### config.mk
export PLATFORM = sky130hd
export DESIGN_NAME = div_reconstruct_mul_flat
export DESIGN_NICKNAME = d
export VERILOG_FILES = /design/src/rtl/div_reconstruct_mul_if.sv /design/src/rtl/div_reconstruct_mul.sv /design/src/flat_wrapper.sv
export SDC_FILE = /design/constraint.sdc
export NUM_CORES = 1
export LEC_CHECK = 0
export BUFFER_PORTS_ARGS = -buffer_cell sky130_fd_sc_hd__buf_4
export CAP_MARGIN = 20
export CORE_ASPECT_RATIO = 0.8
export CORE_UTILIZATION = 30
export DETAILED_ROUTE_END_ITERATION = 16
export GPL_TIMING_DRIVEN = 0
export PLACE_DENSITY = 0.51
export SLEW_MARGIN = 20
export SYNTH_ARGS = -nofsm -noshare
export SYNTH_HDL_FRONTEND = slang
export SYNTH_SLANG_ARGS = --single-unit
### constraint.sdc
create_clock -name clk -period 5.3 [get_ports clk]
set_clock_uncertainty 0.2 [all_clocks]
set_input_delay 0.265 -clock clk [delete_from_list [all_inputs] [get_ports clk]]
set_output_delay 0.265 -clock clk [all_outputs]
set_load 0.01 [all_outputs]
### src/rtl/div_reconstruct_mul_if.sv
// Operand/result stream between a producer and div_reconstruct_mul.
// With RECON_CHECK_EN defined, the stream also carries x_exp and mismatch.
interface div_reconstruct_mul_if #(
    parameter int unsigned N = 4
);
    localparam int unsigned XW = 2 * N + 1;

    logic          in_valid;
    logic          in_ready;
    logic [N-1:0]  Q;
    logic [N-1:0]  Y;
    logic [N:0]    R;
    logic          out_valid;
    logic          out_ready;
    logic [XW-1:0] X;
`ifdef RECON_CHECK_EN
    logic [N-1:0]  x_exp;
    logic          mismatch;

    modport master (output in_valid, Q, Y, R, out_ready, x_exp,
                    input  in_ready, out_valid, X, mismatch);
    modport slave  (input  in_valid, Q, Y, R, out_ready, x_exp,
                    output in_ready, out_valid, X, mismatch);
`else
    modport master (output in_valid, Q, Y, R, out_ready,
                    input  in_ready, out_valid, X);
    modport slave  (input  in_valid, Q, Y, R, out_ready,
                    output in_ready, out_valid, X);
`endif
endinterface

### src/rtl/div_reconstruct_mul.sv
// Rebuilds a dividend X = Q*Y + R one quotient bit per clock (shift-add).
// Optional RECON_CHECK_EN adds an x_exp compare with a registered mismatch flag.
module div_reconstruct_mul #(
    parameter int unsigned N = 4
) (
    input  logic clk,
    input  logic rst_n,
    div_reconstruct_mul_if.slave bus
);
    localparam int unsigned XW = 2 * N + 1;
    localparam int unsigned CW = (N > 1) ? $clog2(N) : 1;

    typedef enum logic [1:0] {IDLE, CALC, DONE} state_t;

    state_t        state, state_d;
    logic          in_ready_q, in_ready_d;
    logic          out_valid_q, out_valid_d;
    logic [XW-1:0] x_q, x_d;
    logic [N-1:0]  q_sh, q_d;
    logic [XW-1:0] y_sh, y_d;
    logic [XW-1:0] acc, acc_d;
    logic [XW-1:0] acc_sum;
    logic [CW-1:0] cnt, cnt_d;
`ifdef RECON_CHECK_EN
    logic [N-1:0]  x_exp_q, x_exp_d;
    logic          mismatch_q, mismatch_d;
`endif

    // State and datapath registers
    always_ff @(posedge clk or negedge rst_n) begin
        if (!rst_n) begin
            state       <= IDLE;
            in_ready_q  <= 1'b1;
            out_valid_q <= 1'b0;
            x_q         <= '0;
            q_sh        <= '0;
            y_sh        <= '0;
            acc         <= '0;
            cnt         <= '0;
`ifdef RECON_CHECK_EN
            x_exp_q     <= '0;
            mismatch_q  <= 1'b0;
`endif
        end else begin
            state       <= state_d;
            in_ready_q  <= in_ready_d;
            out_valid_q <= out_valid_d;
            x_q         <= x_d;
            q_sh        <= q_d;
            y_sh        <= y_d;
            acc         <= acc_d;
            cnt         <= cnt_d;
`ifdef RECON_CHECK_EN
            x_exp_q     <= x_exp_d;
            mismatch_q  <= mismatch_d;
`endif
        end
    end

    // Next-state and datapath update
    always_comb begin
        state_d     = state;
        in_ready_d  = in_ready_q;
        out_valid_d = out_valid_q;
        x_d         = x_q;
        q_d         = q_sh;
        y_d         = y_sh;
        acc_d       = acc;
        cnt_d       = cnt;
`ifdef RECON_CHECK_EN
        x_exp_d     = x_exp_q;
        mismatch_d  = mismatch_q;
`endif
        acc_sum     = acc + (q_sh[0] ? y_sh : XW'(0));

        unique case (state)
            IDLE: begin
                if (bus.in_valid && in_ready_q) begin
                    q_d        = bus.Q;
                    y_d        = XW'(bus.Y);
                    acc_d      = {{N{bus.R[N]}}, bus.R};
                    cnt_d      = '0;
                    in_ready_d = 1'b0;
                    state_d    = CALC;
`ifdef RECON_CHECK_EN
                    x_exp_d    = bus.x_exp;
`endif
                end
            end
            CALC: begin
                acc_d = acc_sum;
                y_d   = y_sh << 1;
                q_d   = q_sh >> 1;
                cnt_d = cnt + CW'(1);
                if (cnt == CW'(N - 1)) begin
                    x_d         = acc_sum;
                    out_valid_d = 1'b1;
                    state_d     = DONE;
`ifdef RECON_CHECK_EN
                    mismatch_d  = (acc_sum != XW'(x_exp_q));
`endif
                end
            end
            DONE: begin
                // X is left as-is after the handshake
                if (bus.out_ready) begin
                    out_valid_d = 1'b0;
                    in_ready_d  = 1'b1;
                    state_d     = IDLE;
                end
            end
            default: begin
                state_d     = IDLE;
                in_ready_d  = 1'b1;
                out_valid_d = 1'b0;
            end
        endcase
    end

    assign bus.in_ready  = in_ready_q;
    assign bus.out_valid = out_valid_q;
    assign bus.X         = x_q;
`ifdef RECON_CHECK_EN
    assign bus.mismatch  = mismatch_q;
`endif

endmodule

### src/flat_wrapper.sv
// flat-port wrapper written by rule: the top's interface ports become plain ports
module div_reconstruct_mul_flat 
#(
    parameter int unsigned N = 4
)
  (clk, rst_n, bus_in_valid, bus_Q, bus_Y, bus_R, bus_out_ready, bus_in_ready, bus_out_valid, bus_X);
  div_reconstruct_mul_if #(.N(N)) bus_i ();
  input  logic clk;
  input  logic rst_n;
  input wire logic [$bits(bus_i.in_valid)-1:0] bus_in_valid;
  input wire logic [$bits(bus_i.Q)-1:0] bus_Q;
  input wire logic [$bits(bus_i.Y)-1:0] bus_Y;
  input wire logic [$bits(bus_i.R)-1:0] bus_R;
  input wire logic [$bits(bus_i.out_ready)-1:0] bus_out_ready;
  output wire logic [$bits(bus_i.in_ready)-1:0] bus_in_ready;
  output wire logic [$bits(bus_i.out_valid)-1:0] bus_out_valid;
  output wire logic [$bits(bus_i.X)-1:0] bus_X;
  assign bus_i.in_valid = bus_in_valid;
  assign bus_i.Q = bus_Q;
  assign bus_i.Y = bus_Y;
  assign bus_i.R = bus_R;
  assign bus_i.out_ready = bus_out_ready;
  assign bus_in_ready = bus_i.in_ready;
  assign bus_out_valid = bus_i.out_valid;
  assign bus_X = bus_i.X;
  div_reconstruct_mul #(.N(N)) u_core (.clk(clk), .rst_n(rst_n), .bus(bus_i));
endmodule
Word-level counts from Yosys, hierarchy flattened
Cells that the tools add are included.
{"block": "op_classes", "reduce_logical": 8, "n_bitwise": 2, "n_eq_ne": 6, "n_mux": 19, "n_addsub": 2}
{"cell": "one-hot mux 9 bit (2 select lines)", "n": 2}
{"cell": "two-way mux 9 bit", "n": 3}
{"cell": "adder 9 bit", "n": 1}
{"cell": "AND reduction 3 bit", "n": 3}
{"cell": "two-way mux 2 bit", "n": 4}
{"cell": "one-hot mux 4 bit (2 select lines)", "n": 1}
{"cell": "one-hot mux 1 bit (3 select lines)", "n": 2}
{"cell": "one-hot mux 2 bit (3 select lines)", "n": 1}
{"cell": "== test 2 bit, second input constant", "n": 2}
{"cell": "two-way mux 1 bit", "n": 4}
{"cell": "two-way mux 4 bit", "n": 1}
{"cell": "!= test 2 x 1 -> 1 bit, second input constant", "n": 2}
{"cell": "one-hot mux 2 bit (2 select lines)", "n": 1}
{"cell": "AND reduction 2 bit", "n": 2}
{"cell": "adder 2 x 1 -> 2 bit, second input constant", "n": 1}
{"cell": "== test 2 x 1 -> 1 bit, second input constant", "n": 1}
{"cell": "logical NOT 2 bit", "n": 1}
{"cell": "!= test 2 bit, second input constant", "n": 1}
{"cell": "NOT 1 bit", "n": 2}
{"cell": "nonzero test 2 bit", "n": 1}
{"cell": "logical AND 1 bit", "n": 1}
{"block": "word_totals", "elab_cells": 45, "regBits": 37, "out_inout_bits": 11}

Depth between registers and ports, before layout
{"block": "logic_depth", "ltp_word": 3, "ltp_mapped": 9}

Worst setup path before layout
Ideal clock, no wire load.
{"block": "synth_path", "path_type": "register to register", "start": "reg u_core.q_sh[0]", "end": "reg u_core.acc[8]", "setup_slack_ps": 2862, "arrival_time_ps": 2142, "setup_ps": 96, "stages_incl_launch_ff": 10, "n_path_buf": 0, "cell_sequence": "dfrtp_1 -> and2_1 -> ha_1 -> fa_1 -> a21o_1 -> a22oi_2 -> a21oi_2 -> xor2_1 -> and3b_1 -> nor4_2"}
{"block": "synth_via", "elab_chain_len": 3}
{"item": "from (decl)", "line_no": "div_reconstruct_mul.sv:19", "text": "logic [N-1:0] q_sh, q_d;"}
{"item": "from (signal assigned)", "line_no": "div_reconstruct_mul.sv:49", "text": "q_sh <= q_d;"}
{"item": "two-way mux 9 bit", "line_no": "div_reconstruct_mul.sv:74", "text": "acc_sum = acc + (q_sh[0] ? y_sh : XW'(0));"}
{"item": "adder 9 bit", "line_no": "div_reconstruct_mul.sv:74"}
{"item": "one-hot mux 9 bit (2 select lines)", "line_no": "div_reconstruct_mul.sv:76", "text": "unique case (state)"}
{"item": "to (signal assigned)", "line_no": "div_reconstruct_mul.sv:38", "text": "acc <= '0;"}
{"item": "to (signal assigned)", "line_no": "div_reconstruct_mul.sv:51", "text": "acc <= acc_d;"}
{"item": "to (decl)", "line_no": "div_reconstruct_mul.sv:21", "text": "logic [XW-1:0] acc, acc_d;"}
No other way between the ends.
A chain may end at the register's enable or synchronous reset.

Worst setup path in the final report
Same ends and word-level chain as after synthesis.

==> summary.txt <==
Routing
  • Wire length on met2: 1736 um
  • Highest routed layer: met4
  • Initial detailed-routing violation count: 58
  • Total number of vias: 1421
  • Drt wl/cell: 13.77 um
  • Detailed-route DRC error count: 0
  • Routed Antenna Nets: 0
  • Vias/cell: 4.721
  • Final WL: 4146 um
  • Number of detailed-route iterations in the first pass: 4
  • Wire length on met3: 160 um
  • Wire length the detailed router placed on met1: 2241 um

Die
  • Die Outline Area: 6621 um2
  • Die W: 90.73 um
  • Number of rows in the core area: 25
  • Vert. Die Dim: 72.98 um
  • # IOs: 28
  • Initial Util: 31.46%
  • Standard cell core area: 6006 um2

CTS
  • Clock latency on the worst-skew pair: 0.29 ns
  • Buffer levels on the longest clock path: 2
  • Clock tree root driver cell: clkbuf_8
  • CTS tree: yes
  • Clock slew at the register clock pins of the worst setup and hold paths: 0.08 ns
  • H-tree levels: 2
  • Number of sinks handled by clock tree synthesis: 37
  • TritonCTS buffer count: 5

Setup path
  • Worst setup SP type: flip-flop
  • Setup crit end kind: flip-flop
  • Critical path arrival: 2.59 ns
  • Data required time at the worst endpoint: 5.23 ns
  • Critical path peak fanout: 10
  • Critical path type: reg2reg

Timing
  • Setup repair after global routing missed its margin: no
  • Setup violators final: 0
  • Slew HR: 35.65%
  • Final critical-path share of the clock period: 50.29%
  • Worst Tran Pin Value: 0.9564 ns
  • Max Slew Vio Count: 0
  • Minimum clock period: 2.666 ns
  • Aggregate negative setup slack: 0 ns
  • Max Freq: 375.2 MHz
  • Final count of hold timing violations: 0

Power and ir drop
  • Power Dens Cells: 582.3 nW/um2
  • Maximum vdd drop: 180.8 uV
  • Static power due to leakage: 1.070 nW

GRT
  • Overflow left after global routing: 0
  • First-pass GRT wire length: 7086 um
  • Via count of the first global-routing pass: 1417
  • Antenna violations before repair: 0
  • Overall track demand over capacity in global routing: 14.04%
  • Pin count of the biggest net entering global routing: 38

Finish
  • Final core utilization: 38.63%
  • Number of nets in the final layout: 246
  • FILL cells: 634
  • Top library cells by usage in the layout, fill and taps aside: 36 x dfrtp_1, 27 x buf_4, 24 x nand2_1
  • Share of final-layout standard cells stronger than drive strength 1: 20.45%
  • Diodes inserted: 0
  • Most common cell after layout, fill and taps aside: dfrtp_1
  • Syn-to-layout area delta: 22.78%

Job
  • Number of max-cap violations: 0

Synthesis
  • Leading cell types by total area after synthesis: dfrtp_1 48%, ha_1 6.0%, o21ai_0 5.0%
  • Library cell occupying the most area in the post-synthesis netlist: dfrtp_1
  • Net count after synthesis: 211
  • Fraction of post-synthesis cell area in the top cell type by area: 47.68%
  • Number of standard cells after synthesis: 184
  • Synthesized area divided by synthesized cell count: 10.27 um2
  • Count of yosys warnings during synthesis: 0
  • Flops & latches, synth: 37
  • Number of distinct standard cells referenced by the synthesized netlist: 35
  • Area of the mapped netlist: 1889 um2
  • Part of the Yosys area used for sequential elements: 49.07%

Placed design
  • Number of I/O port buffers: 27
  • Weighted congestion at the end of routability-driven global placement: 0.7365
  • Final HPWL DP: 3040 um

Status
  • Status: finished, final reports clean

Hold path
  • Class of the tightest hold or removal check: in2reg
==> what timing repair did <==
| action | 4_1_cts | 5_1_grt |
|---|---|---|
| resized for setup | 0 | 0 |
| hold buffers | 1 | 0 |
| endpoints found under the hold margin | 36 | 0 |
| setup buffers | 0 | 0 |
==> stage by stage <==
stage               total power [mW]  area (um2)  hold WS, ns  setup slack, ns  cells
detailed placement             1.111        2193      0.07168            2.631    292
global placement               1.096        2193      0.07238            2.652    292
floorplan                     0.9144        1889      -0.2306            2.862    184
CTS                            1.371        2320      0.02110            2.615    301
global route                   1.471        2320      0.03205            2.488    301
finish                         1.351        2320      0.01985            2.634    301
==> registers in the layout (all words and copies together), names as in the netlist <==
| name | cells |
|---|---|
| u_core.acc | 9 |
| u_core.bus.X | 9 |
| u_core.bus.in_ready | 1 |
| u_core.bus.out_valid | 1 |
| u_core.cnt | 2 |
| u_core.q_sh | 4 |
| u_core.state | 2 |
| u_core.y_sh | 9 |
==> worst max-delay path, cell delays in order, from the launching register on <==
cell     delay, ns
dfrtp_1       0.47
and2_1        0.18
ha_1          0.21
fa_1          0.41
a21o_1        0.23
a22oi_2       0.19
a21oi_2       0.08
xor2_1        0.28
and3b_1       0.21
nor4_2        0.05
==> cells by family after synthesis <==
logic type	share of synthesized area (%)
compound gates	16.42
xor+xnor	3.709
fa+ha+maj	7.020
buf+inv	1.920
flops	49.07
mux	7.152
simple gates	14.70
==> cells in the mapped netlist <==
cell       n
a211oi_1   3
a21o_1     3
a21oi_1   10
a21oi_2    1
a22o_1     6
a22oi_1    2
a22oi_2    1
and2_1     8
and3_1     1
and3b_1    1
buf_2      2
clkbuf_1   6
dfrtp_1   36
dfstp_2    1
fa_1       1
ha_1       9
inv_1      1
mux2_2     4
mux2i_1    9
nand2_1   24
nand2b_1   1
nor2_1    11
nor2b_1    2
nor3_1     5
nor4_1     1
nor4_2     1
o21a_1     1
o21ai_0   19
o22a_1     2
o22ai_1    1
or2_1      1
or2_2      1
or3_1      1
xnor2_1    2
xor2_1     6
==> final cells by class <==
| cell class | instances | area (um2) | share of cell area (%) |
|---|---|---|---|
| Multi-Input combinational cell | 138 | 925.9 | 39.91 |
| Sequential cell | 37 | 927.1 | 39.97 |
| Clock inverter | 1 | 30.03 | 1.295 |
| Tap cell | 81 | 101.3 | 4.369 |
| Buffer | 8 | 32.53 | 1.402 |
| Timing Repair Buffer | 28 | 212.7 | 9.169 |
| Inverter | 1 | 3.754 | 0.1618 |
| Clock buffer | 7 | 86.33 | 3.722 |
==> final timing paths <==
path | start | slack [ns] | end | depth (start not counted)
hold / removal | bus_out_ready | 0.02 | u_core.bus.in_ready | 3
max in group asynchronous | rst_n | 4.26 | u_core.bus.in_ready | 2
min in group asynchronous | rst_n | 0.28 | u_core.bus.X[3] | 2
setup reg to reg | u_core.q_sh[0] | 2.63 | u_core.acc[8] | 9
hold reg to reg | u_core.bus.X[5] | 0.28 | u_core.bus.X[5] | 2
setup / recovery | u_core.q_sh[0] | 2.63 | u_core.acc[8] | 9
==> report_power, final <==
| group | switching, mW | internal (mW) |
|---|---|---|
| logic | 0.326 | 0.281 |
| clock network | 0.103 | 0.154 |
| registers | 0.0854 | 0.402 |
==> per-layer routing <==
layer  GRT usage (%)  vias to the layer above
li1                -                      721
met1           20.62                      674
met2           20.62                       24
met3           3.646                        2
met4           3.226                        0
met5               0                        -
Power figures use the tool's default switching activity.
